### src/rtl/axi_lite_rr_arbiter.sv
// Shares one AXI4-Lite master port between NoSlvPorts requesters; AW/AR arbitrated, W/B/R routed in order.
// Latency: zero (combinational grant and routing); one index FIFO per W, B and R holds routing order.
// Backpressure: full w/b FIFO stalls AW, full r FIFO stalls AR; AXI_LITE_RR_ARBITER_FIXED_PRIO_EN selects fixed priority.
package axi_lite_rr_arbiter_pkg;
   typedef struct packed {
      logic [31:0] addr;
      logic [2:0]  prot;
   } ax_chan_t;

   typedef struct packed {
      logic [31:0] data;
      logic [3:0]  strb;
   } w_chan_t;

   typedef struct packed {
      logic [1:0] resp;
   } b_chan_t;

   typedef struct packed {
      logic [31:0] data;
      logic [1:0]  resp;
   } r_chan_t;

   typedef struct packed {
      ax_chan_t aw;
      logic     aw_valid;
      w_chan_t  w;
      logic     w_valid;
      logic     b_ready;
      ax_chan_t ar;
      logic     ar_valid;
      logic     r_ready;
   } req_lite_t;

   typedef struct packed {
      logic     aw_ready;
      logic     w_ready;
      b_chan_t  b;
      logic     b_valid;
      logic     ar_ready;
      r_chan_t  r;
      logic     r_valid;
   } resp_lite_t;
endpackage

// Generic synchronous FIFO.
// Latency: one cycle from push to visible head; no bypass.
// Backpressure: a push while full and a pop while empty are ignored.
module fifo #(
   parameter int unsigned Width = 1,
   parameter int unsigned Depth = 4
) (
   input  logic             clk_i,
   input  logic             rst_ni,
   input  logic             push_i,
   input  logic [Width-1:0] push_dat_i,
   input  logic             pop_i,
   output logic             full_o,
   output logic             empty_o,
   output logic [Width-1:0] head_dat_o
);
   localparam int unsigned PtrW = (Depth > 1) ? $clog2(Depth) : 1;
   localparam int unsigned CntW = $clog2(Depth + 1);

   logic [Width-1:0] mem [Depth];
   logic [PtrW-1:0]  wr_ptr_q, rd_ptr_q;
   logic [CntW-1:0]  cnt_q;
   logic             do_push, do_pop;

   assign full_o     = (cnt_q == CntW'(Depth));
   assign empty_o    = (cnt_q == '0);
   assign head_dat_o = mem[rd_ptr_q];
   assign do_push    = push_i & !full_o;
   assign do_pop     = pop_i & !empty_o;

   always_ff @(posedge clk_i) begin
      if (do_push) mem[wr_ptr_q] <= push_dat_i;
   end

   always_ff @(posedge clk_i or negedge rst_ni) begin
      if (!rst_ni) begin
         wr_ptr_q <= '0;
         rd_ptr_q <= '0;
         cnt_q    <= '0;
      end else begin
         if (do_push) wr_ptr_q <= (wr_ptr_q == PtrW'(Depth - 1)) ? '0 : wr_ptr_q + 1'b1;
         if (do_pop)  rd_ptr_q <= (rd_ptr_q == PtrW'(Depth - 1)) ? '0 : rd_ptr_q + 1'b1;
         case ({do_push, do_pop})
            2'b10:   cnt_q <= cnt_q + 1'b1;
            2'b01:   cnt_q <= cnt_q - 1'b1;
            default: cnt_q <= cnt_q;
         endcase
      end
   end
endmodule

module axi_lite_rr_arbiter #(
   parameter int unsigned NoSlvPorts = 2,
   parameter int unsigned MaxTrans   = 4,
   parameter type req_lite_t  = axi_lite_rr_arbiter_pkg::req_lite_t,
   parameter type resp_lite_t = axi_lite_rr_arbiter_pkg::resp_lite_t
) (
   input  logic       clk_i,
   input  logic       rst_ni,
   input  req_lite_t  slv_reqs_i  [NoSlvPorts],
   output resp_lite_t slv_resps_o [NoSlvPorts],
   output req_lite_t  mst_req_o,
   input  resp_lite_t mst_resp_i
);
   localparam int unsigned IdxW = (NoSlvPorts > 1) ? $clog2(NoSlvPorts) : 1;
   typedef logic [IdxW-1:0] idx_t;

   idx_t rr_aw_q, rr_ar_q, lock_aw_idx_q, lock_ar_idx_q;
   logic lock_aw_q, lock_ar_q;
   idx_t aw_sel, ar_sel, w_head, b_head, r_head;
   logic [NoSlvPorts-1:0] aw_vld_vec, ar_vld_vec;
   logic w_full, w_empty, b_full, b_empty, r_full, r_empty;
   logic aw_stall, aw_hs, ar_hs, w_hs, b_hs, r_hs, aw_pending, ar_pending;

   // First requester at or after the pointer, wrapping at NoSlvPorts-1.
   function automatic idx_t rr_pick(input logic [NoSlvPorts-1:0] vld, input idx_t start);
      idx_t        sel;
      logic        found;
      int unsigned idx;
      sel   = start;
      found = 1'b0;
      for (int unsigned i = 0; i < NoSlvPorts; i++) begin
         idx = 32'(start) + i;
         if (idx >= NoSlvPorts) idx = idx - NoSlvPorts;
         if (!found && vld[idx]) begin
            sel   = idx_t'(idx);
            found = 1'b1;
         end
      end
      return sel;
   endfunction

   always_comb begin
      for (int i = 0; i < NoSlvPorts; i++) begin
         aw_vld_vec[i] = slv_reqs_i[i].aw_valid;
         ar_vld_vec[i] = slv_reqs_i[i].ar_valid;
      end
      aw_sel = lock_aw_q ? lock_aw_idx_q : rr_pick(aw_vld_vec, rr_aw_q);
      ar_sel = lock_ar_q ? lock_ar_idx_q : rr_pick(ar_vld_vec, rr_ar_q);
   end

   always_comb begin
      mst_req_o = '0;
      for (int i = 0; i < NoSlvPorts; i++) begin
         slv_resps_o[i]   = '0;
         slv_resps_o[i].b = mst_resp_i.b;
         slv_resps_o[i].r = mst_resp_i.r;
      end
      aw_stall = w_full | b_full;

      mst_req_o.aw       = slv_reqs_i[aw_sel].aw;
      mst_req_o.aw_valid = slv_reqs_i[aw_sel].aw_valid & !aw_stall;
      mst_req_o.w        = slv_reqs_i[w_head].w;
      mst_req_o.w_valid  = slv_reqs_i[w_head].w_valid & !w_empty;
      mst_req_o.b_ready  = slv_reqs_i[b_head].b_ready & !b_empty;
      mst_req_o.ar       = slv_reqs_i[ar_sel].ar;
      mst_req_o.ar_valid = slv_reqs_i[ar_sel].ar_valid & !r_full;
      mst_req_o.r_ready  = slv_reqs_i[r_head].r_ready & !r_empty;

      slv_resps_o[aw_sel].aw_ready = mst_resp_i.aw_ready & !aw_stall;
      slv_resps_o[w_head].w_ready  = mst_resp_i.w_ready & !w_empty;
      slv_resps_o[b_head].b_valid  = mst_resp_i.b_valid & !b_empty;
      slv_resps_o[ar_sel].ar_ready = mst_resp_i.ar_ready & !r_full;
      slv_resps_o[r_head].r_valid  = mst_resp_i.r_valid & !r_empty;
   end

   assign aw_hs      = mst_req_o.aw_valid & mst_resp_i.aw_ready;
   assign ar_hs      = mst_req_o.ar_valid & mst_resp_i.ar_ready;
   assign w_hs       = mst_req_o.w_valid & mst_resp_i.w_ready;
   assign b_hs       = mst_req_o.b_ready & mst_resp_i.b_valid;
   assign r_hs       = mst_req_o.r_ready & mst_resp_i.r_valid;
   assign aw_pending = slv_reqs_i[aw_sel].aw_valid & !aw_hs;
   assign ar_pending = slv_reqs_i[ar_sel].ar_valid & !ar_hs;

   // Lock holds a pending grant so address and routing stay stable until the handshake.
   always_ff @(posedge clk_i or negedge rst_ni) begin
      if (!rst_ni) begin
         lock_aw_q     <= 1'b0;
         lock_aw_idx_q <= '0;
         lock_ar_q     <= 1'b0;
         lock_ar_idx_q <= '0;
      end else begin
         if (aw_hs) begin
            lock_aw_q <= 1'b0;
         end else if (aw_pending) begin
            lock_aw_q     <= 1'b1;
            lock_aw_idx_q <= aw_sel;
         end
         if (ar_hs) begin
            lock_ar_q <= 1'b0;
         end else if (ar_pending) begin
            lock_ar_q     <= 1'b1;
            lock_ar_idx_q <= ar_sel;
         end
      end
   end

`ifdef AXI_LITE_RR_ARBITER_FIXED_PRIO_EN
   assign rr_aw_q = '0;
   assign rr_ar_q = '0;
`else
   function automatic idx_t next_idx(input idx_t cur);
      return (cur == idx_t'(NoSlvPorts - 1)) ? '0 : cur + 1'b1;
   endfunction

   always_ff @(posedge clk_i or negedge rst_ni) begin
      if (!rst_ni) begin
         rr_aw_q <= '0;
         rr_ar_q <= '0;
      end else begin
         if (aw_hs) rr_aw_q <= next_idx(aw_sel);
         if (ar_hs) rr_ar_q <= next_idx(ar_sel);
      end
   end
`endif

   fifo #(.Width(IdxW), .Depth(MaxTrans)) i_w_fifo (
      .clk_i(clk_i), .rst_ni(rst_ni), .push_i(aw_hs), .push_dat_i(aw_sel),
      .pop_i(w_hs), .full_o(w_full), .empty_o(w_empty), .head_dat_o(w_head)
   );

   fifo #(.Width(IdxW), .Depth(MaxTrans)) i_b_fifo (
      .clk_i(clk_i), .rst_ni(rst_ni), .push_i(aw_hs), .push_dat_i(aw_sel),
      .pop_i(b_hs), .full_o(b_full), .empty_o(b_empty), .head_dat_o(b_head)
   );

   fifo #(.Width(IdxW), .Depth(MaxTrans)) i_r_fifo (
      .clk_i(clk_i), .rst_ni(rst_ni), .push_i(ar_hs), .push_dat_i(ar_sel),
      .pop_i(r_hs), .full_o(r_full), .empty_o(r_empty), .head_dat_o(r_head)
   );
endmodule

### config.mk
export PLATFORM = sky130hd
export DESIGN_NAME = axi_lite_rr_arbiter
export DESIGN_NICKNAME = d
export VERILOG_FILES = /design/src/rtl/axi_lite_rr_arbiter.sv
export SDC_FILE = /design/constraint.sdc
export NUM_CORES = 1
export LEC_CHECK = 0
export BUFFER_PORTS_ARGS = -buffer_cell sky130_fd_sc_hd__buf_2
export CAP_MARGIN = 30
export CORE_AREA = 2 2 177 179
export CTS_CLUSTER_SIZE = 24
export DETAILED_ROUTE_END_ITERATION = 6
export DIE_AREA = 0 0 179 181
export PLACE_DENSITY = 0.42
export SYNTH_ARGS = -nofsm -noshare
export SYNTH_HDL_FRONTEND = slang
export SYNTH_SLANG_ARGS = --single-unit
### constraint.sdc
create_clock -name clk_i -period 2.8 [get_ports clk_i]
set_input_delay 0.56 -clock clk_i [delete_from_list [all_inputs] [get_ports clk_i]]
set_output_delay 0.56 -clock clk_i [all_outputs]
set_load 0.01 [all_outputs]
# After elaboration in Yosys (flattened, before gate mapping)
# Memories as Yosys holds them, arrays and structs flattened.
# Index checks and enable logic that the tools add are counted.
[word_totals]
latchBits = 0
reg_bits = 27
wordCells = 201
rom_bits = 0
in_bits = 265
output_inout_bits = 193
ram_bits = 12
memories = 3
[memory_table]
columns = ["name", "words", "word_bits", "rd", "rd_ports_with_merged_regs", "write_ports", "line_no", "source"]
rows = [
  ["i_b_fifo.mem", 4, 1, 1, 0, 1, "65", "logic [Width-1:0] mem [Depth];"],
  ["i_r_fifo.mem", 4, 1, 1, 0, 1, "65", ""],
  ["i_w_fifo.mem", 4, 1, 1, 0, 1, "65", ""],
]
[op_classes]
muxes = 71
bitwise = 31
addsub = 20
n_mul = 0
n_shift = 0
n_lt_le_gt_ge = 18
div = 0
n_eq_ne = 15
reduce_logical = 28
[op_table]
columns = ["operator", "count"]
rows = [
  ["82-bit bitwise mux", 5],
  ["111-bit 2-to-1 mux", 3],
  ["75-bit 2-to-1 mux", 3],
  ["41-bit demux with 1-bit select", 5],
  ["37-bit 2-to-1 mux", 4],
  ["32-bit by 2-bit < comparator with 1-bit output, second input constant", 4],
  ["32-bit 2-to-1 mux", 4],
  ["38-bit 2-to-1 mux", 3],
  ["41-bit 2-to-1 mux", 1],
  ["40-bit 2-to-1 mux", 1],
  ["36-bit 2-to-1 mux", 1],
  ["1-bit 2-to-1 mux", 32],
  ["1-bit AND", 23],
  ["2-bit equality test, second input constant", 9],
  ["3-bit case mux with 2 select lines", 3],
  ["2-bit >= comparator, second input constant", 7],
  ["2-bit by 1-bit adder with 2-bit output, second input constant", 6],
  ["2-bit 2-to-1 mux", 6],
  ["1-bit zero test", 11],
  ["2-bit by 1-bit < comparator with 1-bit output, second input constant", 5],
  ["1-bit inverter with 2-bit output", 5],
  ["2-bit nonzero test", 5],
  ["3-bit by 1-bit adder with 3-bit output, second input constant", 3],
  ["3-bit equality test, second input constant", 3],
  ["other kinds (12)", 31],
]

# Logic depth before layout (Yosys ltp)
# Gate-level depths: netlist (run 1).
[depth]
word_depth = 19
depth_mapped = 11
mapped_depth_nobuf = 10

# Cells and area by module
# A second synthesis (run 1) with hierarchy kept.
[unflattened]
hier_cells = 397
area_unflattened_um2 = 4280.4
[by_module_without_submodules]
columns = ["module", "seq_area_each_um2", "area_per_inst_um2", "cells_each", "instances"]
rows = [
  ["axi_lite_rr_arbiter", 150.1, 2392.3, 262, 1],
  ["fifo", 295.3, 629.4, 45, 3],
]

# Least setup slack after synthesis (run 1)
# OpenSTA, ideal clock, no wires.
[synth_timing]
kind = "reg-to-reg"
start = "reg i_b_fifo.rd_ptr_q[0]"
end = "reg i_b_fifo.cnt_q[2]"
t_arrival_ps = 2293
path_buffers = 0
setup_ps = 79
t_required_ps = 2721
path_stages_with_launch = 10
setup_slack_ps = 427
period_less_slack_ps = 2373
cell_sequence = "dfrtp_1 -> mux4_2 -> mux2i_1 -> nor2_1 -> ha_1 -> inv_1 -> fa_1 -> xor2_1 -> nor2_1 -> xor2_1"
[synth_via]
elab_chain_cells = 10
word_cells_on_any_way = 12
classes_between = "eq/ne: 2; mux: 4; bitwise: 4; reduce/logical: 1; memory: 1"
[synth_rtl]
columns = ["element", "line_no", "source"]
rows = [
  ["start, declared", "66", "logic [PtrW-1:0] wr_ptr_q, rd_ptr_q;"],
  ["start signal, assigned", "87", "if (do_pop) rd_ptr_q <= (rd_ptr_q == PtrW'(Depth - 1)) ? '0 : rd_ptr_q + 1'b1;"],
  ["memory 4 x 1 bit (*)", "-", ""],
  ["1-bit inverter with 2-bit output (implied by the code) (*)", "160", "mst_req_o.b_ready = slv_reqs_i[b_head].b_ready & !b_empty;"],
  ["38-bit 2-to-1 mux (implied by the code) (*) (3 in a row)", "160", ""],
  ["1-bit AND (*)", "160", ""],
  ["1-bit AND (*)", "175", "assign b_hs = mst_req_o.b_ready & mst_resp_i.b_valid;"],
  ["1-bit AND (*)", "74", "assign do_pop = pop_i & !empty_o;"],
  ["named net i_b_fifo.do_pop", "68", "logic do_push, do_pop;"],
  ["2-bit by 1-bit equality test with 1-bit output / 2-bit equality test (equally long branches)", "88", "case ({do_push, do_pop})"],
  ["3-bit case mux with 2 select lines / 2-bit nonzero test (equally long branches)", "-", ""],
  ["end signal, assigned", "89", "2'b10: cnt_q <= cnt_q + 1'b1;"],
  ["end signal, assigned", "90", "2'b01: cnt_q <= cnt_q - 1'b1;"],
  ["end signal, assigned", "91", "default: cnt_q <= cnt_q;"],
  ["end, declared", "67", "logic [CntW-1:0] cnt_q;"],
]
# The timed path passes the listed nets; every way through them passes the cells marked *. The select of a mux whose other input is x is not followed.
# A chain may end at the register's enable or synchronous reset.

==> impl_results.md, run 1 <==
- Status: complete, no violations
- Die Ht: 181 µm
- Final setup TNS: 0 ns
- Fin Hold WS: 0.306 ns
- Final Cycle Share: 0.954
- Largest net degree at the start of global routing: 39
- Mux share of post-synthesis cell area: 0.355
- RSZ-0062 raised after global routing: false
- Top FF cell, synth: dfrtp_1
- Xor/xnor cell area share of the yosys netlist: 0.0194
- Starting Density: 0.134
- Setup WS pre-CTS: 0.113 ns
- Area fraction in compound gates after synthesis: 0.0479
- Number of global-route vias before repair: 3714
- Slew margin rel.: 0.541
- First DRT Iteration DRCs: 73
- 1st-pass router iterations: 4
- I/O pin count: 458
- Vias/cell: 3.48
- Layout Utilization: 0.197
- Core area: 30300 µm²
- Placed cell count: 1055
- Slowest CP cell: mux2_2
- Max_cap viols: 0
- Tot GR Track Use: 0.0835
- Yosys reg bits: 39
- Deepest clock path buffer count: 2
- Antenna Nets Post-Route: 0
- Sequential share of the synthesized area: 0.254
- Power density over the cells: 878 nW/µm²
- First-pass GRT wire length: 20500 µm
- Residual DRC: 0
- Clock transition at path regs: 0.06 ns
- Worst setup SP type: flop
- Total CTS buffers: 5
- Antenna violations before repair: 0
- Hold Crit Class: input port to async pin
- Crit-path leading delay family: multiplexers
- Crit path DAT: 2.11 ns
- Final worst slack: 0.128 ns
- Endpoints failing hold: 0
- Synthesized cell area: 4070 µm²
- Setup violations, final: 0
- Post-synthesis adder-cell area fraction: 0.0750
- Fin cells: 1065
- Hold-fix buffers at CTS: 0
- Crit-path cells: mux4_2 -> buf_4 -> mux2_2 -> buf_2
- RePlAce Congestion: 0.731
- Critical Path RT: 2.24 ns
- Grt ovf: 0
- Simple-gate portion of the synthesized area: 0.0670
- Worst path depth: 4
- # nets final: 954
- Area growth syn-to-layout: 47.0%
- Hpwl dp: 13200 µm
- Post-synth ARST share: 0.692
- Clock Skews: 0.00640 ns
- Library cells used by synthesis: 40
- Total clock sinks: 39
- Largest family of logic cells by synthesized area: multiplexers
- Slowest stage delay, CP: 0.44 ns
- Crit-path max FO: 38
- Tightest Pin Transition: 0.688 ns
- # H-tree levels: 2
- Mapped Nets: 672
- Design area: 5990 µm²
- Cell count after synthesis: 386
- Root Buffer: clkbuf_16
- Most common cell after layout, fill and taps aside: buf_2
- Most frequent cells in the layout: 349 x buf_2, 113 x mux2_2, 27 x dfrtp_1
- Via Count: 3711
- Max rail drop VDD: 0.215 mV
- Crit path buffers/inverters: 2
- IO buf count: 349
- DR WL/cell: 13.8 µm
- CP endpoint kind: output port
- Critical path class: flop to output port
- Mapped Avg Cell Area: 10.6 µm²
- Die Wd: 179 µm
- R2r worst-path depth: 10
- # rows: 64
- ANT cells: 0
- CTS tree: built
- Die Area: 32400 µm²
- Routed wire length: 14700 µm
- Total power: 5.25 mW
- Placement-stage cell area: 5810 µm²
- Fmax: 0.374 GHz
- Post-synth EDFFs: 12
- YS warnings: 0
- Leakage: 2.94 nW
- Share of layout cells above drive strength 1: 0.750
- Fin crit period: 2.67 ns
- Fin. max-slew vios: 0
- Worst-skew pair later-pin latency: 0.28 ns
==> synth_stat cells, types with 4 or more instances <==
| cell type | count | area share |
|---|---|---|
| nor2_1 | 24 | 0.022 |
| a21oi_1 | 5 | 0.0061 |
| inv_1 | 24 | 0.022 |
| and2_2 | 8 | 0.015 |
| mux2i_1 | 5 | 0.012 |
| mux2_2 | 113 | 0.31 |
| xnor2_1 | 4 | 0.0086 |
| buf_4 | 79 | 0.15 |
| xor2_1 | 5 | 0.011 |
| and2_1 | 6 | 0.0092 |
| nor2b_1 | 4 | 0.0061 |
| mux2_1 | 5 | 0.014 |
| o21ai_0 | 7 | 0.0086 |
| dfrtp_1 | 27 | 0.17 |
| ha_1 | 18 | 0.055 |
| edfxtp_1 | 12 | 0.088 |
==> metal layers <==
metal	global-route usage	share of wire	vias up
li1	-	-	1820
met2	0.173	0.58	178
met5	0	0	-
met4	0.0221	0.013	0
met1	0.0805	0.33	1700
met3	0.0170	0.077	13
==> power by group <==
part | internal, mW | total [mW] | switching, mW
Sequential | 0.854 | 1.08 | 0.231
Combinational | 1.91 | 3.62 | 1.71
Clock | 0.326 | 0.553 | 0.227
==> cell families after synthesis <==
group,Yosys count
multiplexers,126
AO/OA/AOI/OAI,27
XOR/XNOR,9
AND/OR/NAND/NOR,52
buffers and inverters,110
flip-flops,39
adder cells (fa/ha/maj),23
==> sequential cells by signal, indices dropped and copies added (netlist names), 2 cells and up <==
register,flops
i_r_fifo.wr_ptr_q,2
i_w_fifo.rd_ptr_q,2
i_w_fifo.cnt_q,3
i_r_fifo.cnt_q,3
i_r_fifo.rd_ptr_q,2
i_b_fifo.rd_ptr_q,2
i_b_fifo.cnt_q,3
i_w_fifo.mem,4
i_b_fifo.mem,4
i_r_fifo.mem,4
i_w_fifo.wr_ptr_q,2
i_b_fifo.wr_ptr_q,2
==> final cells by class <==
cell class | instances | area, µm²
fillers | 3392 | 24400
clock buffers | 6 | 129
clock inverters | 2 | 8.76
inverters | 25 | 96.3
flip-flops and latches | 39 | 1040
multi-input cells | 237 | 2340
well taps | 396 | 495
repair buffers | 360 | 1880
==> what timing repair did <==
action                                  in CTS  in global routing
resized for setup                            0                  6
buffers inserted                             0                  2
endpoints found under the setup margin       0                  1
endpoints found under the hold margin        0                  0
==> worst register-to-register path: stages (launching register included) <==
cell	delay (ns)
dfrtp_1	0.39
mux4_2	0.62
mux2i_4	0.24
nor2_2	0.14
buf_6	0.13
ha_2	0.18
inv_1	0.06
fa_2	0.38
xor2_1	0.14
nor2_1	0.13
xor2_1	0.15
==> path summary, 6_finish.rpt <==
check	end	start	slack, ns
setup / recovery	mst_req_o[41]	i_w_fifo.rd_ptr_q[0]	0.13
hold / removal	i_r_fifo.wr_ptr_q[1]	rst_ni	0.31
setup reg to reg	i_b_fifo.cnt_q[2]	i_b_fifo.rd_ptr_q[0]	0.19
hold reg to reg	rr_aw_q	rr_aw_q	0.50
max in group asynchronous	lock_aw_q	rst_ni	2.03
min in group clk_i	rr_aw_q	rr_aw_q	0.50
(Power assumes the default switching activity.)
==> inputs of run 2 (changes only) <==
--- a/config.mk
+++ b/config.mk
@@ -7,11 +7,11 @@
 export LEC_CHECK = 0
 export BUFFER_PORTS_ARGS = -buffer_cell sky130_fd_sc_hd__buf_2
 export CAP_MARGIN = 30
-export CORE_AREA = 2 2 177 179
+export CORE_AREA = 2 2 180 182
 export CTS_CLUSTER_SIZE = 24
 export DETAILED_ROUTE_END_ITERATION = 6
-export DIE_AREA = 0 0 179 181
-export PLACE_DENSITY = 0.42
+export DIE_AREA = 0 0 182 184
+export PLACE_DENSITY = 0.41
 export SYNTH_ARGS = -nofsm -noshare
 export SYNTH_HDL_FRONTEND = slang
 export SYNTH_SLANG_ARGS = --single-unit
==> constraint.sdc (replaced) <==
create_clock -name clk_i -period 3.4 [get_ports clk_i]
set_input_delay 0.68 -clock clk_i [delete_from_list [all_inputs] [get_ports clk_i]]
set_output_delay 0.68 -clock clk_i [all_outputs]
set_load 0.01 [all_outputs]
==> run 2 against run 1 <==
Wire length decreased by 1.3%. Worst hold slack better by 0.13 ns. Final cell count hardly changed. Sequential share of layout area rose by 0.25 points. Combinational power decreased by 21%. Register-to-register slack improved by 0.59 ns. Total power decreased by 20%. Clock power decreased by 16%. Global-route usage is 0.52 points lower. Cell area shrank 1.4%. Setup slack better by 0.39 ns. Critical endpoint is now mst_req_o[79]. Largest cell class unchanged. Largest power group unchanged.
==> impl_results.md, run 2 (synthesized netlist as in run 1, its figures left out) <==
- Most frequent cells in the layout: 349 x buf_2, 113 x mux2_2, 27 x dfrtp_1 (unchanged)
- Crit-path leading delay family: buffers and inverters (was multiplexers)
- Via Count: 3681 (was 3711)
- DRT met1 WL: 4970 µm (was 4910 µm)
- Tot GR Track Use: 0.0783 (was 0.0835)
- IO buf count: 349 (unchanged)
- Number of global-route vias before repair: 3565 (was 3714)
- Crit path DAT: 2.20 ns (was 2.11 ns)
- Layout fillers: 3547 (was 3392)
- Core area: 31400 µm² (was 30300 µm²)
- # H-tree levels: 2 (unchanged)
- Final worst slack: 0.520 ns (was 0.128 ns)
- Worst reg2reg path endpoint: i_w_fifo.cnt_q[2] (was i_b_fifo.cnt_q[2])
- First-pass GRT wire length: 20200 µm (was 20500 µm)
- Root Buffer: clkbuf_16 (unchanged)
- Regs by FF count: i_b_fifo.mem x4, i_r_fifo.mem x4, i_w_fifo.mem x4 (unchanged)
- Clock transition at path regs: 0.06 ns (about the same)
- # rows: 65 (was 64)
- RSZ-0062 raised after global routing: false (unchanged)
- Endpoints failing hold: 0 (unchanged)
- CP endpoint kind: output port (unchanged)
- Share of layout cells above drive strength 1: 0.745 (was 0.750)
- Slowest stage delay, CP: 0.38 ns (was 0.44 ns)
- Antenna Nets Post-Route: 0 (unchanged)
- Grt ovf: 0 (unchanged)
- I/O pin count: 458 (unchanged)
- CTS tree: built (unchanged)
- Leakage: 2.90 nW (was 2.94 nW)
- Setup Buffers After CTS: 0 (unchanged)
- Area growth syn-to-layout: 44.9% (was 47.0%)
- Hpwl dp: 12700 µm (was 13200 µm)
- Slowest CP cell: maj3_1 (was mux2_2)
- Power density over the cells: 714 nW/µm² (was 878 nW/µm²)
- Fmax: 0.347 GHz
- Max Used Layer: met4 (unchanged)
- Crit-path max FO: 20 (was 38)
- Largest net degree at the start of global routing: 41 (was 39)
- Starting Density: 0.130 (was 0.134)
- RePlAce Congestion: 0.725 (was 0.731)
- Residual DRC: 0 (unchanged)
- DR WL/cell: 13.6 µm (was 13.8 µm)
- Reg2Reg Setup Slack: 0.78 ns (was 0.19 ns)
- Vias/cell: 3.45 (was 3.48)
- Setup WS pre-CTS: 0.515 ns (was 0.113 ns)
- Fin. max-slew vios: 0 (unchanged)
- Critical path class: input port to output port (was flop to output port)
- Setup violations, final: 0 (unchanged)
- Deepest clock path buffer count: 2 (unchanged)
- Most common cell after layout, fill and taps aside: buf_2 (unchanged)
- R2r worst-path depth: 9 (was 10)
- Worst setup SP type: input port (was flop)
- Hold-fix buffers at CTS: 0 (unchanged)
- Die Area: 33500 µm² (was 32400 µm²)
- First DRT Iteration DRCs: 102 (was 73)
- ANT cells: 0 (unchanged)
- Fin crit period: 2.88 ns
- Total clock sinks: 39 (unchanged)
- Met2 Wirelength: 8160 µm (was 8480 µm)
- Antenna violations before repair: 0 (unchanged)
- Total CTS buffers: 5 (unchanged)
- 1st-pass router iterations: 4 (unchanged)
- Clock Skews: 0.00378 ns (was 0.00640 ns)
- Status: complete, no violations (unchanged)
- Reg2Reg Launch Point: i_w_fifo.rd_ptr_q[0] (was i_b_fifo.rd_ptr_q[0])
- Most common cell on crit path: buf_2
- Crit-path cells: buf_2 -> inv_1 -> maj3_1 -> o21ai_4 -> buf_4 -> mux2_2 -> buf_2 (was mux4_2 -> buf_4 -> mux2_2 -> buf_2)
- Die Wd: 182 µm (was 179 µm)
- Routed wire length: 14500 µm (was 14700 µm)
- Max rail drop VDD: 0.219 mV (was 0.215 mV)
- Slew margin rel.: 0.539 (was 0.541)
- Die Ht: 184 µm (was 181 µm)
- WL met3: 959 µm (was 1140 µm)
- Worst-skew pair later-pin latency: 0.28 ns (about the same)
- Final setup TNS: 0 ns (unchanged)
- Critical Path RT: 2.72 ns (was 2.24 ns)
- Final Cycle Share: 0.847
- Hold Crit Class: input port to async pin (unchanged)
- Crit path buffers/inverters: 4 (was 2)
- Tightest Pin Transition: 0.691 ns (was 0.688 ns)
- # nets final: 949 (was 954)
- Max_cap viols: 0 (unchanged)
- Post-CTS sizing: 0 (unchanged)
[run 2: worst max path at each step]
stage / start / to / slack (ns) / cells past startpoint
after global routing: slv_reqs_i[186] / mst_req_o[106] / 0.44 / 7
after detailed placement: slv_reqs_i[186] / mst_req_o[106] / 0.51 / 7
after global placement: slv_reqs_i[186] / mst_req_o[104] / 0.54 / 7
after CTS: slv_reqs_i[186] / mst_req_o[90] / 0.51 / 7
after floorplan: slv_reqs_i[112] / mst_req_o[16] / 0.87 / 5
final: slv_reqs_i[186] / mst_req_o[79] / 0.52 / 7
[run 2: cell type report]
cell class	count	area, µm²	area share
multi-input cells	237	2320	0.393
clock buffers	5	125	0.0212
flip-flops and latches	39	1040	0.176
well taps	402	503	0.0852
clock inverters	3	20.0	0.00339
inverters	25	96.3	0.0163
repair buffers	355	1800	0.306
[run 2: through the flow]
step	hold WS [ns]	instances	cell area, µm²	util	total power [mW]
floorplan	0.384	386	4070	-	2.94
global placement	0.500	1058	5760	0.183	3.79
detailed placement	0.499	1058	5760	0.183	3.81
CTS	0.467	1066	5900	0.188	4.29
global route	0.502	1066	5900	0.188	4.57
finish	0.437	1066	5900	0.188	4.21
[run 2: per-layer routing]
layer	global-route usage	vias to the layer above
li1	-	1815
met1	0.0801	1669
met2	0.155	169
met3	0.0135	28
met4	0.0345	0
met5	0	-
[run 2: power by group]
group / internal [mW] / switching [mW] / total [mW]
clock: 0.270 / 0.197 / 0.467
sequential: 0.703 / 0.195 / 0.898
combinational: 1.47 / 1.37 / 2.85
total: 2.45 / 1.77 / 4.21
